**config.mk**
```make
export PLATFORM = sky130hd
export DESIGN_NAME = router_fsm_nport_flat
export DESIGN_NICKNAME = d
export VERILOG_FILES = /design/src/rtl/router_fsm_nport_if.sv /design/src/rtl/router_fsm_nport.sv /design/src/flat_wrapper.sv
export SDC_FILE = /design/constraint.sdc
export NUM_CORES = 1
export LEC_CHECK = 0
export BUFFER_PORTS_ARGS = -buffer_cell sky130_fd_sc_hd__buf_2
export CAP_MARGIN = 20
export CELL_PAD_IN_SITES_DETAIL_PLACEMENT = 1
export CELL_PAD_IN_SITES_GLOBAL_PLACEMENT = 1
export CORE_MARGIN = 2
export CORE_UTILIZATION = 33
export CTS_CLUSTER_SIZE = 10
export DETAILED_ROUTE_END_ITERATION = 8
export GPL_TIMING_DRIVEN = 0
export HOLD_SLACK_MARGIN = 0.08
export PLACE_DENSITY = 0.9
export RECOVER_POWER = 100
export SYNTH_ARGS = -nofsm -noshare
export SYNTH_HDL_FRONTEND = slang
export SYNTH_SLANG_ARGS = --single-unit
```
**constraint.sdc**
```tcl
create_clock -name clk -period 4.3 [get_ports clk]
set_clock_uncertainty 0.15 [all_clocks]
set_input_delay 0.215 -clock clk [delete_from_list [all_inputs] [get_ports clk]]
set_output_delay 0.215 -clock clk [all_outputs]
set_load 0.02 [all_outputs]
```
**src/rtl/router_fsm_nport_if.sv**
```systemverilog
// ----------------------------------------------------------------------------
// router_fsm_nport_if
//   Control/handshake bundle between the 1xN router FSM, the input register
//   block, the packet source and the N-way output FIFO bank.
//
//   Modports:
//     slave  : the FSM (consumes packet/FIFO status, drives state strobes)
//     master : the surrounding datapath/source (drives status, sees strobes)
//
//   Signals:
//     pkt_valid      packet byte valid from source
//     data_in        header address bits (meaningful in DECODE_ADDRESS)
//     parity_done    parity byte captured by the register block
//     low_pkt_valid  pkt_valid fell while the FIFO was full
//     fifo_full      full flag of the selected FIFO
//     fifo_empty     per-port FIFO empty flags
//     soft_reset     per-port soft reset (read-side timeout)
//     detect_add / lfd_state / ld_state / laf_state / full_state
//                    one-hot state strobes
//     write_enb_reg  FIFO write enable
//     rst_int_reg    high in CHECK_PARITY_ERROR
//     busy           source must hold data
//     addr_q         latched destination port
//     drop_pkt       one-cycle pulse: packet rejected
// ----------------------------------------------------------------------------
interface router_fsm_nport_if #(
  parameter int NUM_PORTS = 3,
  parameter int ADDR_W    = 2
);
  logic                 pkt_valid;
  logic [ADDR_W-1:0]    data_in;
  logic                 parity_done;
  logic                 low_pkt_valid;
  logic                 fifo_full;
  logic [NUM_PORTS-1:0] fifo_empty;
  logic [NUM_PORTS-1:0] soft_reset;

  logic                 detect_add;
  logic                 lfd_state;
  logic                 ld_state;
  logic                 laf_state;
  logic                 full_state;
  logic                 write_enb_reg;
  logic                 rst_int_reg;
  logic                 busy;
  logic [ADDR_W-1:0]    addr_q;
  logic                 drop_pkt;

  modport slave (
    input  pkt_valid, data_in, parity_done, low_pkt_valid,
           fifo_full, fifo_empty, soft_reset,
    output detect_add, lfd_state, ld_state, laf_state, full_state,
           write_enb_reg, rst_int_reg, busy, addr_q, drop_pkt
  );

  modport master (
    output pkt_valid, data_in, parity_done, low_pkt_valid,
           fifo_full, fifo_empty, soft_reset,
    input  detect_add, lfd_state, ld_state, laf_state, full_state,
           write_enb_reg, rst_int_reg, busy, addr_q, drop_pkt
  );
endinterface

```
**src/rtl/router_fsm_nport.sv**
```systemverilog
// ----------------------------------------------------------------------------
// router_fsm_nport
//   Control FSM for a 1xN packet router. Decodes and latches the header
//   address, sequences header / payload / parity / full-stall handling and
//   drives load and write strobes to the register block and the FIFO bank.
//   Headers addressing a non-existent port are rejected with drop_pkt.
//   A soft reset of the currently selected port aborts the packet.
//
//   Parameters:
//     NUM_PORTS    number of output ports (2..16)
//     ADDR_W       header address width, 2**ADDR_W >= NUM_PORTS
//     WTE_TIMEOUT  cycles allowed in WAIT_TILL_EMPTY (timeout build only)
//
//   Ports:
//     clk     rising-edge clock
//     resetn  asynchronous active-low reset
//     bus     router_fsm_nport_if.slave (status in, strobes/addr_q/drop out)
//
//   Build option:
//     ROUTER_FSM_TIMEOUT_EN  when defined, a packet stuck in WAIT_TILL_EMPTY
//                            for WTE_TIMEOUT cycles is dropped. Otherwise the
//                            FSM waits indefinitely for the FIFO to drain.
// ----------------------------------------------------------------------------
module router_fsm_nport #(
  parameter int NUM_PORTS   = 3,
  parameter int ADDR_W      = 2,
  parameter int WTE_TIMEOUT = 64
) (
  input  logic               clk,
  input  logic               resetn,
  router_fsm_nport_if.slave  bus
);

  localparam int              PAD_W       = 1 << ADDR_W;
  localparam logic [ADDR_W:0] NUM_PORTS_W = (ADDR_W+1)'(NUM_PORTS);

  if (NUM_PORTS < 2 || NUM_PORTS > 16 || PAD_W < NUM_PORTS || WTE_TIMEOUT < 1)
  begin : g_param_err
    $error("router_fsm_nport: illegal parameter combination");
  end

  typedef enum logic [2:0] {
    ST_DA  = 3'b000,  // DECODE_ADDRESS
    ST_LFD = 3'b001,  // LOAD_FIRST_DATA
    ST_WTE = 3'b010,  // WAIT_TILL_EMPTY
    ST_LD  = 3'b011,  // LOAD_DATA
    ST_LP  = 3'b100,  // LOAD_PARITY
    ST_FFS = 3'b101,  // FIFO_FULL_STATE
    ST_CPE = 3'b110,  // CHECK_PARITY_ERROR
    ST_LAF = 3'b111   // LOAD_AFTER_FULL
  } state_e;

  state_e            state_q, state_d;
  logic [ADDR_W-1:0] addr_q,  addr_d;
  logic              drop_q,  drop_d;

  // Per-port flags widened to the full address space so any address value
  // indexes in range; ports beyond NUM_PORTS read as 0.
  logic [PAD_W-1:0]  empty_pad;
  logic [PAD_W-1:0]  sreset_pad;
  logic              addr_ok;
  logic              timeout;

  // NOTE: every always_comb output gets a default first so no path leaves
  // it unassigned, which would otherwise infer a latch.
  always_comb begin
    empty_pad                   = '0;
    sreset_pad                  = '0;
    empty_pad[NUM_PORTS-1:0]    = bus.fifo_empty;
    sreset_pad[NUM_PORTS-1:0]   = bus.soft_reset;
  end

  assign addr_ok = {1'b0, bus.data_in} < NUM_PORTS_W;

`ifdef ROUTER_FSM_TIMEOUT_EN
  localparam int               CNT_W    = $clog2(WTE_TIMEOUT + 1);
  localparam logic [CNT_W-1:0] CNT_LAST = CNT_W'(WTE_TIMEOUT - 1);

  logic [CNT_W-1:0] cnt_q, cnt_d;

  // Counts cycles spent in WTE; outside WTE it sits at zero, so it is
  // already cleared on the cycle the FSM enters WTE.
  always_comb begin
    cnt_d = '0;
    if (state_q == ST_WTE) cnt_d = cnt_q + CNT_W'(1);
  end

  always_ff @(posedge clk or negedge resetn) begin
    if (!resetn) cnt_q <= '0;
    else         cnt_q <= cnt_d;
  end

  assign timeout = (state_q == ST_WTE) && (cnt_q == CNT_LAST);
`else
  assign timeout = 1'b0;
`endif

  // State register
  // NOTE: sequential state uses non-blocking assignments so every flop
  // samples pre-edge values regardless of statement order.
  always_ff @(posedge clk or negedge resetn) begin
    if (!resetn) begin
      state_q <= ST_DA;
      addr_q  <= '0;
      drop_q  <= 1'b0;
    end else begin
      state_q <= state_d;
      addr_q  <= addr_d;
      drop_q  <= drop_d;
    end
  end

  // Next-state logic
  always_comb begin
    state_d = state_q;
    addr_d  = addr_q;
    drop_d  = 1'b0;

    case (state_q)
      ST_DA: begin
        if (bus.pkt_valid) begin
          if (addr_ok) begin
            addr_d  = bus.data_in;
            state_d = empty_pad[bus.data_in] ? ST_LFD : ST_WTE;
          end else begin
            drop_d  = 1'b1;
          end
        end
      end
      ST_WTE: begin
        // A drained FIFO on the timeout cycle still lets the packet through.
        if (empty_pad[addr_q]) begin
          state_d = ST_LFD;
        end else if (timeout) begin
          state_d = ST_DA;
          drop_d  = 1'b1;
        end
      end
      ST_LFD: state_d = ST_LD;
      ST_LD: begin
        if (bus.fifo_full)       state_d = ST_FFS;
        else if (!bus.pkt_valid) state_d = ST_LP;
      end
      ST_FFS: begin
        if (!bus.fifo_full) state_d = ST_LAF;
      end
      ST_LAF: begin
        if (bus.parity_done)        state_d = ST_DA;
        else if (bus.low_pkt_valid) state_d = ST_LP;
        else                        state_d = ST_LD;
      end
      ST_LP:  state_d = ST_CPE;
      ST_CPE: state_d = bus.fifo_full ? ST_FFS : ST_DA;
      default: state_d = ST_DA;
    endcase

    // Soft reset of the selected port aborts any packet in flight.
    if (state_q != ST_DA && sreset_pad[addr_q]) begin
      state_d = ST_DA;
      drop_d  = 1'b0;
    end
  end

  // Moore output decode
  logic detect_add, lfd_state, ld_state, laf_state, full_state;
  logic write_enb_reg, rst_int_reg, busy;

  always_comb begin
    detect_add    = 1'b0;
    lfd_state     = 1'b0;
    ld_state      = 1'b0;
    laf_state     = 1'b0;
    full_state    = 1'b0;
    write_enb_reg = 1'b0;
    rst_int_reg   = 1'b0;
    busy          = 1'b0;
    case (state_q)
      ST_DA:  detect_add = 1'b1;
      ST_LFD: begin lfd_state = 1'b1; busy = 1'b1; end
      ST_WTE: busy = 1'b1;
      ST_LD:  begin ld_state = 1'b1; write_enb_reg = 1'b1; end
      ST_LP:  begin write_enb_reg = 1'b1; busy = 1'b1; end
      ST_FFS: begin full_state = 1'b1; busy = 1'b1; end
      ST_CPE: begin rst_int_reg = 1'b1; busy = 1'b1; end
      ST_LAF: begin laf_state = 1'b1; write_enb_reg = 1'b1; busy = 1'b1; end
      default: detect_add = 1'b1;
    endcase
  end

  assign bus.detect_add    = detect_add;
  assign bus.lfd_state     = lfd_state;
  assign bus.ld_state      = ld_state;
  assign bus.laf_state     = laf_state;
  assign bus.full_state    = full_state;
  assign bus.write_enb_reg = write_enb_reg;
  assign bus.rst_int_reg   = rst_int_reg;
  assign bus.busy          = busy;
  assign bus.addr_q        = addr_q;
  assign bus.drop_pkt      = drop_q;

endmodule
```
**src/flat_wrapper.sv**
```systemverilog
// flat-port wrapper written by rule: the top's interface ports become plain ports
module router_fsm_nport_flat 
#(
  parameter int NUM_PORTS   = 3,
  parameter int ADDR_W      = 2,
  parameter int WTE_TIMEOUT = 64
)
  (clk, resetn, bus_pkt_valid, bus_data_in, bus_parity_done, bus_low_pkt_valid, bus_fifo_full, bus_fifo_empty, bus_soft_reset, bus_detect_add, bus_lfd_state, bus_ld_state, bus_laf_state, bus_full_state, bus_write_enb_reg, bus_rst_int_reg, bus_busy, bus_addr_q, bus_drop_pkt);
  router_fsm_nport_if #(.NUM_PORTS(NUM_PORTS), .ADDR_W(ADDR_W)) bus_i ();
  input  logic clk;
  input  logic resetn;
  input wire logic [$bits(bus_i.pkt_valid)-1:0] bus_pkt_valid;
  input wire logic [$bits(bus_i.data_in)-1:0] bus_data_in;
  input wire logic [$bits(bus_i.parity_done)-1:0] bus_parity_done;
  input wire logic [$bits(bus_i.low_pkt_valid)-1:0] bus_low_pkt_valid;
  input wire logic [$bits(bus_i.fifo_full)-1:0] bus_fifo_full;
  input wire logic [$bits(bus_i.fifo_empty)-1:0] bus_fifo_empty;
  input wire logic [$bits(bus_i.soft_reset)-1:0] bus_soft_reset;
  output wire logic [$bits(bus_i.detect_add)-1:0] bus_detect_add;
  output wire logic [$bits(bus_i.lfd_state)-1:0] bus_lfd_state;
  output wire logic [$bits(bus_i.ld_state)-1:0] bus_ld_state;
  output wire logic [$bits(bus_i.laf_state)-1:0] bus_laf_state;
  output wire logic [$bits(bus_i.full_state)-1:0] bus_full_state;
  output wire logic [$bits(bus_i.write_enb_reg)-1:0] bus_write_enb_reg;
  output wire logic [$bits(bus_i.rst_int_reg)-1:0] bus_rst_int_reg;
  output wire logic [$bits(bus_i.busy)-1:0] bus_busy;
  output wire logic [$bits(bus_i.addr_q)-1:0] bus_addr_q;
  output wire logic [$bits(bus_i.drop_pkt)-1:0] bus_drop_pkt;
  assign bus_i.pkt_valid = bus_pkt_valid;
  assign bus_i.data_in = bus_data_in;
  assign bus_i.parity_done = bus_parity_done;
  assign bus_i.low_pkt_valid = bus_low_pkt_valid;
  assign bus_i.fifo_full = bus_fifo_full;
  assign bus_i.fifo_empty = bus_fifo_empty;
  assign bus_i.soft_reset = bus_soft_reset;
  assign bus_detect_add = bus_i.detect_add;
  assign bus_lfd_state = bus_i.lfd_state;
  assign bus_ld_state = bus_i.ld_state;
  assign bus_laf_state = bus_i.laf_state;
  assign bus_full_state = bus_i.full_state;
  assign bus_write_enb_reg = bus_i.write_enb_reg;
  assign bus_rst_int_reg = bus_i.rst_int_reg;
  assign bus_busy = bus_i.busy;
  assign bus_addr_q = bus_i.addr_q;
  assign bus_drop_pkt = bus_i.drop_pkt;
  router_fsm_nport #(.NUM_PORTS(NUM_PORTS), .ADDR_W(ADDR_W), .WTE_TIMEOUT(WTE_TIMEOUT)) u_core (.clk(clk), .resetn(resetn), .bus(bus_i));
endmodule
```
Word-level counts from Yosys, hierarchy flattened --
Cells that the tools add are included. Widths: inputs -> output; s select.
Operators by class: muxes and demuxes 30, equal/unequal tests 12, reductions and logical operators 7, magnitude comparators 3
Operators with widths (number):
- $mux 3 | 10
- $pmux 3 s8 | 1
- $mux 1 | 15
- $eq 3x3->1 const B | 4
- $bmux 1 s2 | 3
- $eq 3x2->1 const B | 2
- $lt 2x3->1 const B | 2
- $ne 3x1->1 const B | 2
- $ne 3x2->1 const B | 2
- $reduce_or 6->1 | 1
- $reduce_and 5->1 | 1
- $ne 4x3->1 const B | 1
- $eq 3x1->1 const B | 1
- $logic_not 3->1 | 1
- $reduce_and 3->1 | 1
- $reduce_bool 3->1 | 1
- $reduce_or 3->1 | 1
- $lt 2x2->1 const B | 1
- $mux 2 | 1
- $logic_and 1x1->1 | 1
Storage, ports and cells: output and inout port bits 11, input port bits 14, bits in registers 6, word-level logic and storage cells 55

Logic depth before layout (Yosys ltp) --
Gate-level depths: netlist (run 1).
word-level depth 7, gate-level depth with buffers 6

Least setup slack after synthesis (run 1) --
Ideal clock, no wire load.
kind register -> register, start point register u_core.state_q[0], end point register u_core.state_q[1], slack 2488 ps, arrival 1579 ps, period minus slack after synthesis 1812 ps, stages on the path, launching flop included 7, buffers on the path 1, library setup time 83 ps, cells stage by stage dfrtp_1 > buf_4 > or3_1 > inv_2 > nand2_1 > or3b_1 > o21ai_0
On the way: longest elaborated chain between the ends 4, elaborated cells between the ends (all ways) 18
RTL lines:
- from (decl) | RTL line router_fsm_nport.sv:53 | state_e state_q, state_d;
- from (signal assigned) | RTL line router_fsm_nport.sv:107 | state_q <= state_d;
- $reduce_bool 3->1 | RTL line router_fsm_nport.sv:158 | if (state_q != ST_DA && sreset_pad[addr_q]) begin
- $logic_and 1x1->1 | RTL line router_fsm_nport.sv:158
- $ne 4x3->1 (no line), or another cell as far along
- $reduce_and 5->1 (no line)
Parallel ways exist; a longest one is shown, timed or not. A chain may end at the register's enable or synchronous reset.

Final worst setup path (run 1) --
start point register u_core.state_q[0], end point register u_core.state_q[0]
The elaborated chain is that of the path after synthesis.

==> flow_summary.html, run 1 <==
<table>
<tr><th>Metric</th><th>Value</th></tr>
<tr><th colspan="2">Synthesis</th></tr>
<tr><td>Most area-hungry cell type in the Yosys netlist</td><td>sky130_fd_sc_hd__dfrtp_1</td></tr>
<tr><td>Post-synth top area share</td><td>28.50%</td></tr>
<tr><td>Cells after Synth</td><td>64</td></tr>
<tr><td>Leading register cell type out of synthesis</td><td>sky130_fd_sc_hd__dfrtp_1</td></tr>
<tr><td>Syn Nets</td><td>78</td></tr>
<tr><td>Number of enable flip-flop cells after synthesis</td><td>0</td></tr>
<tr><td>Top post-synthesis cells by count</td><td>sky130_fd_sc_hd__nor2_1 (7), sky130_fd_sc_hd__dfrtp_1 (6), sky130_fd_sc_hd__nand2_1 (6)</td></tr>
<tr><td>Leading cell type by number of instances after synthesis</td><td>sky130_fd_sc_hd__nor2_1</td></tr>
<tr><td>Mapped Avg Cell Area</td><td>8.231 um^2</td></tr>
<tr><td>Biggest area contributors in the synthesized netlist</td><td>sky130_fd_sc_hd__dfrtp_1 (29%), sky130_fd_sc_hd__mux2i_1 (7.6%), sky130_fd_sc_hd__nor2_1 (5.0%)</td></tr>
<tr><td>Proportion of synthesized flip-flops having asynchronous set or reset</td><td>100.0%</td></tr>
<tr><td>Synthesis Warnings</td><td>0</td></tr>
<tr><td>Register bit count reported by yosys</td><td>6</td></tr>
<tr><td>Sequential-to-total area share from yosys stat</td><td>28.50%</td></tr>
<tr><td>Yosys cell types</td><td>34</td></tr>
<tr><td>Netlist area before placement</td><td>526.8 um^2</td></tr>
<tr><th colspan="2">Placement</th></tr>
<tr><td>Placed Instances</td><td>104</td></tr>
<tr><td>Detailed-placement wirelength estimate</td><td>1219 um</td></tr>
<tr><td>Port buffer count</td><td>24</td></tr>
<tr><td>Worst setup slack before clock tree synthesis</td><td>2460 ps</td></tr>
<tr><td>Final estimated routing congestion in global placement</td><td>0.7112</td></tr>
<tr><th colspan="2">Setup path</th></tr>
<tr><td>Worst-path maximum fanout</td><td>9</td></tr>
<tr><td>Arrival time reported for the critical path endpoint</td><td>2150 ps</td></tr>
<tr><td>Worst R2R End</td><td>u_core.state_q[0]</td></tr>
<tr><td>Element type at the critical path end</td><td>flop</td></tr>
<tr><td>Worst R2R Start</td><td>u_core.state_q[0]</td></tr>
<tr><td>Required time at the endpoint of the critical path</td><td>4310 ps</td></tr>
<tr><td>Critical path startpoint category</td><td>flop</td></tr>
<tr><td>Worst R2R Path Depth</td><td>6</td></tr>
<tr><td>Startpoint-to-endpoint class of the critical path</td><td>reg2reg</td></tr>
<tr><td>Reg-to-reg slack, setup</td><td>2160 ps</td></tr>
<tr><th colspan="2">Global routing</th></tr>
<tr><td>Pin count of the biggest net entering global routing</td><td>11</td></tr>
<tr><td>Total grt overflow</td><td>0</td></tr>
<tr><td>Antenna violations before repair</td><td>0</td></tr>
<tr><td>All-Layer GR Usage</td><td>18.17%</td></tr>
<tr><td>Global-route wire length before repair</td><td>2532 um</td></tr>
<tr><td>Number of global-route vias before repair</td><td>589</td></tr>
<tr><th colspan="2">Hold path</th></tr>
<tr><td>Min-delay worst type</td><td>in2reg</td></tr>
<tr><td>Worst Hold End</td><td>u_core.bus.drop_pkt</td></tr>
<tr><td>Startpoint of the most critical hold path</td><td>bus_data_in[0]</td></tr>
<tr><td>Worst Hold Path Cells</td><td>3</td></tr>
<tr><th colspan="2">STA</th></tr>
<tr><td>Final slew viol count</td><td>0</td></tr>
<tr><td>Total Neg Setup Slack</td><td>0 ps</td></tr>
<tr><td>Timing-limited maximum frequency</td><td>468.1 MHz</td></tr>
<tr><td>Endpoints failing hold</td><td>0</td></tr>
<tr><td>Slack of the critical path</td><td>2164 ps</td></tr>
<tr><td>Time the final worst path needs with I/O delays and setup</td><td>2136 ps</td></tr>
<tr><td>RSZ-0062 raised after global routing</td><td>false</td></tr>
<tr><td>Worst-Margin Slew</td><td>448.0 ps</td></tr>
<tr><td>Headroom to the max-slew limit</td><td>69.73%</td></tr>
<tr><td>Setup-violating endpoint count in the final report</td><td>0</td></tr>
<tr><td>Worst hold margin</td><td>125.7 ps</td></tr>
<tr><td>Ratio of final minimum period to clock period</td><td>49.69%</td></tr>
<tr><th colspan="2">Final layout</th></tr>
<tr><td>Layout cells sized above 1</td><td>22.83%</td></tr>
<tr><td>Count of antenna diodes in the layout</td><td>0</td></tr>
<tr><td>Nets</td><td>108</td></tr>
<tr><td>Multi-input combinational cell area</td><td>344.1 um^2</td></tr>
<tr><td>Post-route non-filler standard cell count</td><td>108</td></tr>
<tr><td>Register area</td><td>150.1 um^2</td></tr>
<tr><td>Count of filler cells inserted in the layout</td><td>205</td></tr>
<tr><td>Area growth from synthesis to final layout</td><td>28.27%</td></tr>
<tr><th colspan="2">Clocking</th></tr>
<tr><td>Quantity of gates resized following cts</td><td>0</td></tr>
<tr><td>Clock Tree Root</td><td>sky130_fd_sc_hd__clkbuf_4</td></tr>
<tr><td>Clock Latency Late Sink</td><td>250 ps</td></tr>
<tr><td>Post-CTS setup buffer count</td><td>0</td></tr>
<tr><td>Number of clock buffers inserted by TritonCTS</td><td>3</td></tr>
<tr><td>Total number of clock tree sinks</td><td>6</td></tr>
<tr><td>Clk pin slew, worst setup/hold paths</td><td>40 ps</td></tr>
<tr><td>TritonCTS clock tree</td><td>built</td></tr>
<tr><td>CTS Buffer Depth</td><td>2</td></tr>
<tr><td>Cts-stage hold buffer count</td><td>1</td></tr>
<tr><td>Count of H-tree levels built during CTS</td><td>1</td></tr>
<tr><th colspan="2">Route</th></tr>
<tr><td>Drt via density</td><td>5.398</td></tr>
<tr><td>WL per Instance</td><td>13.93 um</td></tr>
<tr><td>Total Wirelength</td><td>1504 um</td></tr>
<tr><td>Initial detailed-routing violation count</td><td>4</td></tr>
<tr><td>Via count of the routed design</td><td>583</td></tr>
<tr><td>DRC violations left</td><td>0</td></tr>
<tr><td>Detailed Routing Iterations Pass 1</td><td>2</td></tr>
<tr><td>Post-DRT Antenna Nets</td><td>0</td></tr>
<tr><th colspan="2">Die</th></tr>
<tr><td>Number of top-level pins</td><td>25</td></tr>
<tr><td>Num rows</td><td>14</td></tr>
<tr><td>Die Footprint</td><td>0.001932 mm^2</td></tr>
<tr><td>Die extent in y</td><td>43.95 um</td></tr>
<tr><td>Core Region</td><td>0.001506 mm^2</td></tr>
<tr><td>Die width</td><td>43.95 um</td></tr>
<tr><td>Starting density of the core</td><td>34.97%</td></tr>
<tr><th colspan="2">Power and ir drop</th></tr>
<tr><td>Maximum VDD drop</td><td>0.4144 mV</td></tr>
<tr><td>Pwr Total</td><td>478.8 uW</td></tr>
<tr><td>Lkg Pwr</td><td>0.3006 nW</td></tr>
<tr><td>PD cells</td><td>708.6 mW/mm^2</td></tr>
<tr><th colspan="2">Outcome</th></tr>
<tr><td>Result of the run</td><td>finished clean</td></tr>
<tr><th colspan="2">Flow run</th></tr>
<tr><td>Maximum capacitance violations</td><td>0</td></tr>
</table>
==> metrics by stage <==
stage          util [%]  area, um^2
6_report          44.85       675.6
5_1_grt           44.85       675.6
4_1_cts           46.43       699.4
3_5_place_dp      44.27       666.9
3_3_place_gp      44.27       666.9
2_1_floorplan         -       526.8
==> power by group <==
| part | internal (mW) | total, mW | switching, mW |
|---|---|---|---|
| logic | 0.119 | 0.319 | 0.200 |
| registers | 0.0810 | 0.107 | 0.0257 |
| clock network | 0.0316 | 0.0530 | 0.0214 |
==> cells by family (layout without fill, tap and decap cells) <==
logic type | after synthesis | count (layout) | share of synthesized area (%)
AOI/OAI and AO/OA | 19 | 19 | 27.08
xor gates and xnor gates | 1 | 1 | 1.663
buffers and inverters | 6 | 34 | 5.224
DFF | 6 | 6 | 28.50
muxes | 4 | 4 | 7.601
and+or+nand+nor | 28 | 28 | 29.93
==> layer usage <==
layer / track usage (%) / share of wire (%) / vias to the layer above
met5: 0 / 0 / -
met4: 7.273 / 1.7 / 0
met3: 4.167 / 6.3 / 2
met2: 34.12 / 52 / 21
met1: 19.13 / 40 / 267
li1: - / - / 293
==> registers in the layout (all words and copies together), names as in the netlist <==
signal / count
u_core.bus.addr_q: 2
u_core.state_q: 3
u_core.bus.drop_pkt: 1
==> area by class of cell <==
class,instances,share of cell area [%]
Multi-Input combinational cell,52,50.93
Sequential cell,6,22.22
Timing Repair Buffer,25,17.04
Clock buffer,3,3.333
Tap cell,16,2.963
Buffer,3,1.852
Inverter,3,1.667
==> worst max path at each step <==
| stage | to | depth (start not counted) | start |
|---|---|---|---|
| final | u_core.state_q[0] | 6 | u_core.state_q[0] |
| after global routing | u_core.state_q[0] | 6 | u_core.state_q[0] |
| after CTS | u_core.state_q[1] | 6 | u_core.state_q[0] |
| after detailed placement | u_core.state_q[1] | 6 | u_core.state_q[0] |
| after global placement | u_core.state_q[1] | 6 | u_core.state_q[0] |
| after floorplan | u_core.state_q[1] | 6 | u_core.state_q[0] |
==> layout by cell type, fill, tap and decap left out, types with 2 or more instances in the layout <==
master,netlist,layout
sky130_fd_sc_hd__clkbuf_1,1,14
sky130_fd_sc_hd__buf_2,1,13
sky130_fd_sc_hd__nor2_1,7,7
sky130_fd_sc_hd__nand2_1,6,6
sky130_fd_sc_hd__dfrtp_1,6,6
sky130_fd_sc_hd__o21ai_0,5,5
sky130_fd_sc_hd__mux2i_1,4,4
sky130_fd_sc_hd__a21oi_1,3,3
sky130_fd_sc_hd__clkbuf_4,0,3
sky130_fd_sc_hd__nand2b_1,2,2
sky130_fd_sc_hd__nor3_1,2,2
sky130_fd_sc_hd__nand3b_1,2,2
sky130_fd_sc_hd__a211oi_1,2,2
==> critical path, stage by stage (launching register included) <==
cell	delay [ps]
sky130_fd_sc_hd__dfrtp_1	310
sky130_fd_sc_hd__clkbuf_1	360
sky130_fd_sc_hd__or3_1	280
sky130_fd_sc_hd__a21o_1	110
sky130_fd_sc_hd__nand3_1	130
sky130_fd_sc_hd__or4_1	550
sky130_fd_sc_hd__a22oi_1	160
Note: power is estimated with default switching activity, not from simulation.
==> run 2: changes to the inputs <==
--- a/config.mk
+++ b/config.mk
@@ -10,12 +10,12 @@
 export CELL_PAD_IN_SITES_DETAIL_PLACEMENT = 1
 export CELL_PAD_IN_SITES_GLOBAL_PLACEMENT = 1
 export CORE_MARGIN = 2
-export CORE_UTILIZATION = 33
+export CORE_UTILIZATION = 27
 export CTS_CLUSTER_SIZE = 10
 export DETAILED_ROUTE_END_ITERATION = 8
 export GPL_TIMING_DRIVEN = 0
 export HOLD_SLACK_MARGIN = 0.08
-export PLACE_DENSITY = 0.9
+export PLACE_DENSITY = 0.8
 export RECOVER_POWER = 100
 export SYNTH_ARGS = -nofsm -noshare
 export SYNTH_HDL_FRONTEND = slang
==> constraint.sdc (replaced) <==
create_clock -name clk -period 1.9 [get_ports clk]
set_clock_uncertainty 0.15 [all_clocks]
set_input_delay 0.095 -clock clk [delete_from_list [all_inputs] [get_ports clk]]
set_output_delay 0.095 -clock clk [all_outputs]
set_load 0.02 [all_outputs]
==> flow_summary.html, run 2 (same netlist as run 1, synthesis figures left out) <==
<table>
<tr><th>Metric</th><th>Value</th></tr>
<tr><th colspan="2">Power and ir drop</th></tr>
<tr><td>Switching power</td><td>579.1 uW</td></tr>
<tr><td>Comb pwr share</td><td>68.6%</td></tr>
<tr><td>Internal portion of total power</td><td>589.9 uW</td></tr>
<tr><td>Relative contribution of sequential cells to total power</td><td>21.0%</td></tr>
<tr><td>PD cells</td><td>1534 mW/mm^2</td></tr>
<tr><td>Lkg Pwr</td><td>0.3673 nW</td></tr>
<tr><td>Switching part of the total power</td><td>49.54%</td></tr>
<tr><td>Maximum VDD drop</td><td>0.8582 mV</td></tr>
<tr><td>Clock share of power</td><td>10.4%</td></tr>
<tr><th colspan="2">Setup path</th></tr>
<tr><td>Arrival time reported for the critical path endpoint</td><td>1870 ps</td></tr>
<tr><td>Required time at the endpoint of the critical path</td><td>1910 ps</td></tr>
<tr><td>Critical Path, Cell by Cell</td><td>mux2i_1, o211ai_2, nand3_4, or4_1, a22oi_1</td></tr>
<tr><td>Worst-path maximum fanout</td><td>6</td></tr>
<tr><td>Element type at the critical path end</td><td>flop</td></tr>
<tr><td>Critical path startpoint category</td><td>flop</td></tr>
<tr><td>Startpoint-to-endpoint class of the critical path</td><td>reg2reg</td></tr>
<tr><td>Worst path slowest cell</td><td>sky130_fd_sc_hd__or4_1</td></tr>
<tr><td>Peak per-stage delay on the critical path</td><td>540 ps</td></tr>
<tr><th colspan="2">Global routing</th></tr>
<tr><td>All-Layer GR Usage</td><td>14.87%</td></tr>
<tr><td>Total grt overflow</td><td>0</td></tr>
<tr><td>Pin count of the biggest net entering global routing</td><td>11</td></tr>
<tr><td>Number of global-route vias before repair</td><td>545</td></tr>
<tr><td>Antenna violations before repair</td><td>0</td></tr>
<tr><td>Global-route wire length before repair</td><td>2415 um</td></tr>
<tr><th colspan="2">Route</th></tr>
<tr><td>Drt via density</td><td>5.000</td></tr>
<tr><td>WL per Instance</td><td>13.14 um</td></tr>
<tr><td>Initial detailed-routing violation count</td><td>9</td></tr>
<tr><td>DRC violations left</td><td>0</td></tr>
<tr><td>Detailed Routing Iterations Pass 1</td><td>4</td></tr>
<tr><td>Post-DRT Antenna Nets</td><td>0</td></tr>
<tr><td>Via count of the routed design</td><td>600</td></tr>
<tr><td>Total Wirelength</td><td>1577 um</td></tr>
<tr><th colspan="2">STA</th></tr>
<tr><td>Headroom to the max-slew limit</td><td>67.54%</td></tr>
<tr><td>Setup-violating endpoint count in the final report</td><td>0</td></tr>
<tr><td>Endpoints failing hold</td><td>0</td></tr>
<tr><td>Final slew viol count</td><td>0</td></tr>
<tr><td>Time the final worst path needs with I/O delays and setup</td><td>1859 ps</td></tr>
<tr><td>Timing-limited maximum frequency</td><td>538.0 MHz</td></tr>
<tr><td>Ratio of final minimum period to clock period</td><td>97.83%</td></tr>
<tr><td>Worst-Margin Slew</td><td>480.4 ps</td></tr>
<tr><th colspan="2">Final layout</th></tr>
<tr><td>Nets</td><td>111</td></tr>
<tr><td>Register ranked first by flip-flop count</td><td>u_core.state_q</td></tr>
<tr><td>Count of filler cells inserted in the layout</td><td>231</td></tr>
<tr><td>Count of antenna diodes in the layout</td><td>0</td></tr>
<tr><td>Register area</td><td>151.4 um^2</td></tr>
<tr><td>Leading cell type in the layout, fill and taps excluded</td><td>sky130_fd_sc_hd__buf_2</td></tr>
<tr><td>Area growth from synthesis to final layout</td><td>44.66%</td></tr>
<tr><td>Layout cells sized above 1</td><td>41.05%</td></tr>
<tr><td>Multi-input combinational cell area</td><td>370.4 um^2</td></tr>
<tr><td>Most frequent cells in the layout</td><td>sky130_fd_sc_hd__buf_2 (23), sky130_fd_sc_hd__nor2_1 (7), sky130_fd_sc_hd__nand2_1 (5), sky130_fd_sc_hd__o21ai_0 (5), sky130_fd_sc_hd__dfrtp_1 (5)</td></tr>
<tr><td>Largest register FFs</td><td>3</td></tr>
<tr><td>Final Instance Area</td><td>762.0 um^2</td></tr>
<tr><td>Post-route non-filler standard cell count</td><td>120</td></tr>
<tr><td>Final design utilization</td><td>42.74%</td></tr>
<tr><th colspan="2">Clocking</th></tr>
<tr><td>Count of H-tree levels built during CTS</td><td>1</td></tr>
<tr><td>Clock Tree Root</td><td>sky130_fd_sc_hd__clkbuf_4</td></tr>
<tr><td>CTS Buffer Depth</td><td>2</td></tr>
<tr><td>Total number of clock tree sinks</td><td>6</td></tr>
<tr><td>Clk pin slew, worst setup/hold paths</td><td>50 ps</td></tr>
<tr><td>Number of clock buffers inserted by TritonCTS</td><td>3</td></tr>
<tr><td>TritonCTS clock tree</td><td>built</td></tr>
<tr><td>Clock Latency Late Sink</td><td>250 ps</td></tr>
<tr><th colspan="2">Die</th></tr>
<tr><td>Num rows</td><td>15</td></tr>
<tr><td>Die extent in y</td><td>48.17 um</td></tr>
<tr><td>Core Region</td><td>0.001783 mm^2</td></tr>
<tr><td>Die width</td><td>48.17 um</td></tr>
<tr><td>Starting density of the core</td><td>29.54%</td></tr>
<tr><td>Die Footprint</td><td>0.002320 mm^2</td></tr>
<tr><td>Number of top-level pins</td><td>25</td></tr>
<tr><th colspan="2">Placement</th></tr>
<tr><td>Final estimated routing congestion in global placement</td><td>0.7235</td></tr>
<tr><td>Placed Instances</td><td>113</td></tr>
<tr><td>Port buffer count</td><td>24</td></tr>
<tr><td>Placed inst area</td><td>678.2 um^2</td></tr>
<tr><td>Detailed-placement wirelength estimate</td><td>1145 um</td></tr>
<tr><th colspan="2">Hold path</th></tr>
<tr><td>Min-delay worst type</td><td>in2reg</td></tr>
<tr><th colspan="2">Flow run</th></tr>
<tr><td>Maximum capacitance violations</td><td>0</td></tr>
<tr><th colspan="2">Outcome</th></tr>
<tr><td>Result of the run</td><td>finished clean</td></tr>
</table>
[run 2: changes by cell type in the layout (fill, tap and decap cells not counted), sizes merged]
cell         delta
clkbuf         -11
dlygate4sd3     +3
buf            +11
clkinv          -1
inv             +1
[run 2: layout make-up]
class | instances | share of cell area (%)
Buffer | 3 | 2.299
Clock buffer | 3 | 2.956
Inverter | 3 | 1.478
Multi-Input combinational cell | 52 | 48.60
Sequential cell | 6 | 19.87
Tap cell | 25 | 4.105
Timing Repair Buffer | 28 | 20.69
[run 2: final timing paths]
path	to	cells after the start	slack, ps	from
max	u_core.state_q[0]	5	40	u_core.bus.addr_q[1]
min	u_core.bus.drop_pkt	3	90	bus_pkt_valid
max reg2reg	u_core.state_q[0]	5	40	u_core.bus.addr_q[1]
min reg2reg	u_core.bus.addr_q[1]	1	440	u_core.bus.addr_q[1]
max in group asynchronous	u_core.bus.addr_q[1]	3	700	resetn
min in group asynchronous	u_core.bus.addr_q[0]	3	650	resetn
[run 2: through the flow]
stage / total power [mW] / setup TNS [ps] / setup slack (ps) / hold slack, ps
floorplan: 0.7973 / 0 / 87.89 / -350.6
global placement: 0.9869 / 0 / 55.99 / -227.9
detailed placement: 1.006 / 0 / 38.76 / -223.0
CTS: 1.137 / 0 / 24.34 / 95.22
global route: 1.266 / -51.19 / -38.30 / 117.2
finish: 1.169 / 0 / 41.30 / 88.50
[run 2: timing repair]
action	CTS	global route
endpoints found under the hold margin	9	0
endpoints found under the setup margin	0	4
buffers inserted	0	0
hold buffers	4	0
gates resized for setup	0	7
[run 2: power groups by stage]
stage / sequential (mW) / combinational (mW) / clock, mW
after CTS: 0.242 / 0.772 / 0.122
final: 0.246 / 0.802 / 0.121
after floorplan: 0.259 / 0.538 / 0
after global routing: 0.253 / 0.883 / 0.130
after detailed placement: 0.244 / 0.762 / 0
after global placement: 0.240 / 0.747 / 0
[run 2: per-layer routing]
metal / part of all wire, % / up-vias / global-route usage (%)
met5: 0 / - / 0
li1: - / 298 / -
met3: 4.8 / 2 / 3.333
met2: 52 / 25 / 26.32
met4: 0.63 / 0 / 4.865
met1: 43 / 275 / 17.61
[run 2: worst max-delay path: cells and delay by family (launching register included)]
kind,cells,cell delay (ps)
DFF,1,440
AOI/OAI and AO/OA,2,380
muxes,1,150
and+or+nand+nor,2,650
==> run 3: changes to the inputs <==
--- a/config.mk
+++ b/config.mk
@@ -10,12 +10,13 @@
 export CELL_PAD_IN_SITES_DETAIL_PLACEMENT = 1
 export CELL_PAD_IN_SITES_GLOBAL_PLACEMENT = 1
 export CORE_MARGIN = 2
-export CORE_UTILIZATION = 27
+export CORE_UTILIZATION = 35
+export CTS_BUF_LIST = sky130_fd_sc_hd__clkbuf_8
 export CTS_CLUSTER_SIZE = 10
 export DETAILED_ROUTE_END_ITERATION = 8
 export GPL_TIMING_DRIVEN = 0
 export HOLD_SLACK_MARGIN = 0.08
-export PLACE_DENSITY = 0.8
+export PLACE_DENSITY = 0.94
 export RECOVER_POWER = 100
 export SYNTH_ARGS = -nofsm -noshare
 export SYNTH_HDL_FRONTEND = slang
==> constraint.sdc (replaced) <==
create_clock -name clk -period 2.3 [get_ports clk]
set_clock_uncertainty 0.15 [all_clocks]
set_input_delay 0.115 -clock clk [delete_from_list [all_inputs] [get_ports clk]]
set_output_delay 0.115 -clock clk [all_outputs]
set_load 0.02 [all_outputs]
==> flow_summary.html, run 3 (same netlist as run 1, synthesis figures left out) <==
<table>
<tr><th>Metric</th><th>Value</th></tr>
<tr><th colspan="2">Clocking</th></tr>
<tr><td>Clk pin slew, worst setup/hold paths</td><td>40 ps</td></tr>
<tr><td>Quantity of gates resized following cts</td><td>0</td></tr>
<tr><td>Post-CTS setup buffer count</td><td>0</td></tr>
<tr><td>TritonCTS clock tree</td><td>built</td></tr>
<tr><td>Total number of clock tree sinks</td><td>6</td></tr>
<tr><td>Cts-stage hold buffer count</td><td>3</td></tr>
<tr><td>CTS Buffer Depth</td><td>2</td></tr>
<tr><td>Clock Latency Late Sink</td><td>220 ps</td></tr>
<tr><td>Number of clock buffers inserted by TritonCTS</td><td>3</td></tr>
<tr><td>Clock Tree Root</td><td>sky130_fd_sc_hd__clkbuf_8</td></tr>
<tr><td>Count of H-tree levels built during CTS</td><td>1</td></tr>
<tr><th colspan="2">STA</th></tr>
<tr><td>Setup-violating endpoint count in the final report</td><td>0</td></tr>
<tr><td>Ratio of final minimum period to clock period</td><td>85.11%</td></tr>
<tr><td>Endpoints failing hold</td><td>0</td></tr>
<tr><td>Worst-Margin Slew</td><td>484.1 ps</td></tr>
<tr><td>Time the final worst path needs with I/O delays and setup</td><td>1958 ps</td></tr>
<tr><td>Total Neg Setup Slack</td><td>0 ps</td></tr>
<tr><td>RSZ-0062 raised after global routing</td><td>false</td></tr>
<tr><td>Final slew viol count</td><td>0</td></tr>
<tr><td>Timing-limited maximum frequency</td><td>510.8 MHz</td></tr>
<tr><td>Headroom to the max-slew limit</td><td>67.29%</td></tr>
<tr><th colspan="2">Global routing</th></tr>
<tr><td>Number of global-route vias before repair</td><td>596</td></tr>
<tr><td>Total grt overflow</td><td>0</td></tr>
<tr><td>Pin count of the biggest net entering global routing</td><td>11</td></tr>
<tr><td>All-Layer GR Usage</td><td>19.41%</td></tr>
<tr><td>Antenna violations before repair</td><td>0</td></tr>
<tr><td>Global-route wire length before repair</td><td>2670 um</td></tr>
<tr><th colspan="2">Power and ir drop</th></tr>
<tr><td>Pwr Total</td><td>980.2 uW</td></tr>
<tr><td>Lkg Pwr</td><td>0.3255 nW</td></tr>
<tr><td>Maximum VDD drop</td><td>0.7611 mV</td></tr>
<tr><td>PD cells</td><td>1367 mW/mm^2</td></tr>
<tr><th colspan="2">Die</th></tr>
<tr><td>Starting density of the core</td><td>39.02%</td></tr>
<tr><td>Number of top-level pins</td><td>25</td></tr>
<tr><td>Num rows</td><td>13</td></tr>
<tr><td>Die width</td><td>42.80 um</td></tr>
<tr><td>Die Footprint</td><td>0.001831 mm^2</td></tr>
<tr><td>Core Region</td><td>0.001350 mm^2</td></tr>
<tr><td>Die extent in y</td><td>42.80 um</td></tr>
<tr><th colspan="2">Setup path</th></tr>
<tr><td>Element type at the critical path end</td><td>flop</td></tr>
<tr><td>Worst path slowest cell</td><td>sky130_fd_sc_hd__dlygate4sd3_1</td></tr>
<tr><td>Arrival time reported for the critical path endpoint</td><td>1940 ps</td></tr>
<tr><td>Buf/Inv on CP</td><td>2</td></tr>
<tr><td>Startpoint-to-endpoint class of the critical path</td><td>in2reg</td></tr>
<tr><td>Cell family contributing the most delay on the critical path</td><td>buffers and inverters</td></tr>
<tr><td>Required time at the endpoint of the critical path</td><td>2290 ps</td></tr>
<tr><td>Critical path startpoint category</td><td>input pin</td></tr>
<tr><td>Peak per-stage delay on the critical path</td><td>530 ps</td></tr>
<tr><td>Worst-path maximum fanout</td><td>5</td></tr>
<tr><td>Critical Path, Cell by Cell</td><td>dlygate4sd3_1, buf_2, mux2i_1, o22ai_1, nor2_1, or4_1, a22oi_1</td></tr>
<tr><th colspan="2">Final layout</th></tr>
<tr><td>Count of filler cells inserted in the layout</td><td>188</td></tr>
<tr><td>Final Instance Area</td><td>716.9 um^2</td></tr>
<tr><td>Area growth from synthesis to final layout</td><td>36.10%</td></tr>
<tr><td>Largest register FFs</td><td>3</td></tr>
<tr><td>Nets</td><td>110</td></tr>
<tr><td>Multi-input combinational cell area</td><td>344.1 um^2</td></tr>
<tr><td>Register ranked first by flip-flop count</td><td>u_core.state_q</td></tr>
<tr><td>Layout cells sized above 1</td><td>23.40%</td></tr>
<tr><td>Count of antenna diodes in the layout</td><td>0</td></tr>
<tr><td>Most frequent cells in the layout</td><td>sky130_fd_sc_hd__clkbuf_1 (13), sky130_fd_sc_hd__buf_2 (13), sky130_fd_sc_hd__nor2_1 (7)</td></tr>
<tr><td>Register area</td><td>150.1 um^2</td></tr>
<tr><th colspan="2">Placement</th></tr>
<tr><td>Final estimated routing congestion in global placement</td><td>0.7715</td></tr>
<tr><td>Placed inst area</td><td>665.6 um^2</td></tr>
<tr><td>Detailed-placement wirelength estimate</td><td>1187 um</td></tr>
<tr><td>Port buffer count</td><td>24</td></tr>
<tr><th colspan="2">Route</th></tr>
<tr><td>DRC violations left</td><td>0</td></tr>
<tr><td>Drt via density</td><td>5.486</td></tr>
<tr><td>Via count of the routed design</td><td>598</td></tr>
<tr><td>WL per Instance</td><td>15.28 um</td></tr>
<tr><td>Detailed Routing Iterations Pass 1</td><td>2</td></tr>
<tr><td>Initial detailed-routing violation count</td><td>7</td></tr>
<tr><td>Post-DRT Antenna Nets</td><td>0</td></tr>
<tr><td>Total Wirelength</td><td>1665 um</td></tr>
<tr><th colspan="2">Flow run</th></tr>
<tr><td>Maximum capacitance violations</td><td>0</td></tr>
<tr><th colspan="2">Hold path</th></tr>
<tr><td>Min-delay worst type</td><td>in2reg</td></tr>
<tr><th colspan="2">Outcome</th></tr>
<tr><td>Result of the run</td><td>finished clean</td></tr>
</table>
run 3: area by class of cell:
type                    count  share of cell area (%)
clock buffers               3                   5.759
well taps                  15                   2.618
flip-flops and latches      6                   20.94
plain buffers               3                   2.269
repair buffers             27                   18.85
multi-input cells          52                   47.99
inverters                   3                   1.571
run 3: worst min-delay path: stages:
cell                      delay (ps)
sky130_fd_sc_hd__buf_2           120
sky130_fd_sc_hd__nand2_1         170
sky130_fd_sc_hd__nor2_1           80
run 3: final timing paths:
check                           slack (ps)                   end                  from  cells after the start
worst max-delay path                   340     u_core.state_q[0]        bus_data_in[1]                      7
worst min-delay path                   160   u_core.bus.drop_pkt         bus_pkt_valid                      3
worst max register to register         340     u_core.state_q[0]     u_core.state_q[1]                      5
worst min register to register         480  u_core.bus.addr_q[0]  u_core.bus.addr_q[0]                      1
max in group asynchronous             1580     u_core.state_q[0]                resetn                      2
min in group asynchronous              180  u_core.bus.addr_q[1]                resetn                      2
run 3: stage by stage:
| stage | cells | utilization, % | hold WS [ps] | setup WS (ps) |
|---|---|---|---|---|
| floorplan | 64 | - | -330.6 | 487.9 |
| global placement | 103 | 49.30 | -211.8 | 474.3 |
| detailed placement | 103 | 49.30 | -209.0 | 419.6 |
| CTS | 109 | 54.59 | 88.98 | 362.7 |
| global route | 109 | 53.10 | 158.7 | 221.3 |
| finish | 109 | 53.10 | 160.3 | 342.5 |
run 3: per-layer routing:
metal,GRT usage [%],vias to the layer above,share of wire [%]
li1,-,296,-
met1,21.59,275,42
met2,33.94,25,50
met3,6.809,2,6.1
met4,6.250,0,1.1
met5,0,-,0
run 3: power by group:
part | switching (mW) | internal [mW] | leakage (nW) | total, mW
clock | 0.0471 | 0.113 | 0.0216 | 0.160
sequential | 0.0513 | 0.152 | 0.0754 | 0.203
combinational | 0.386 | 0.232 | 0.229 | 0.618
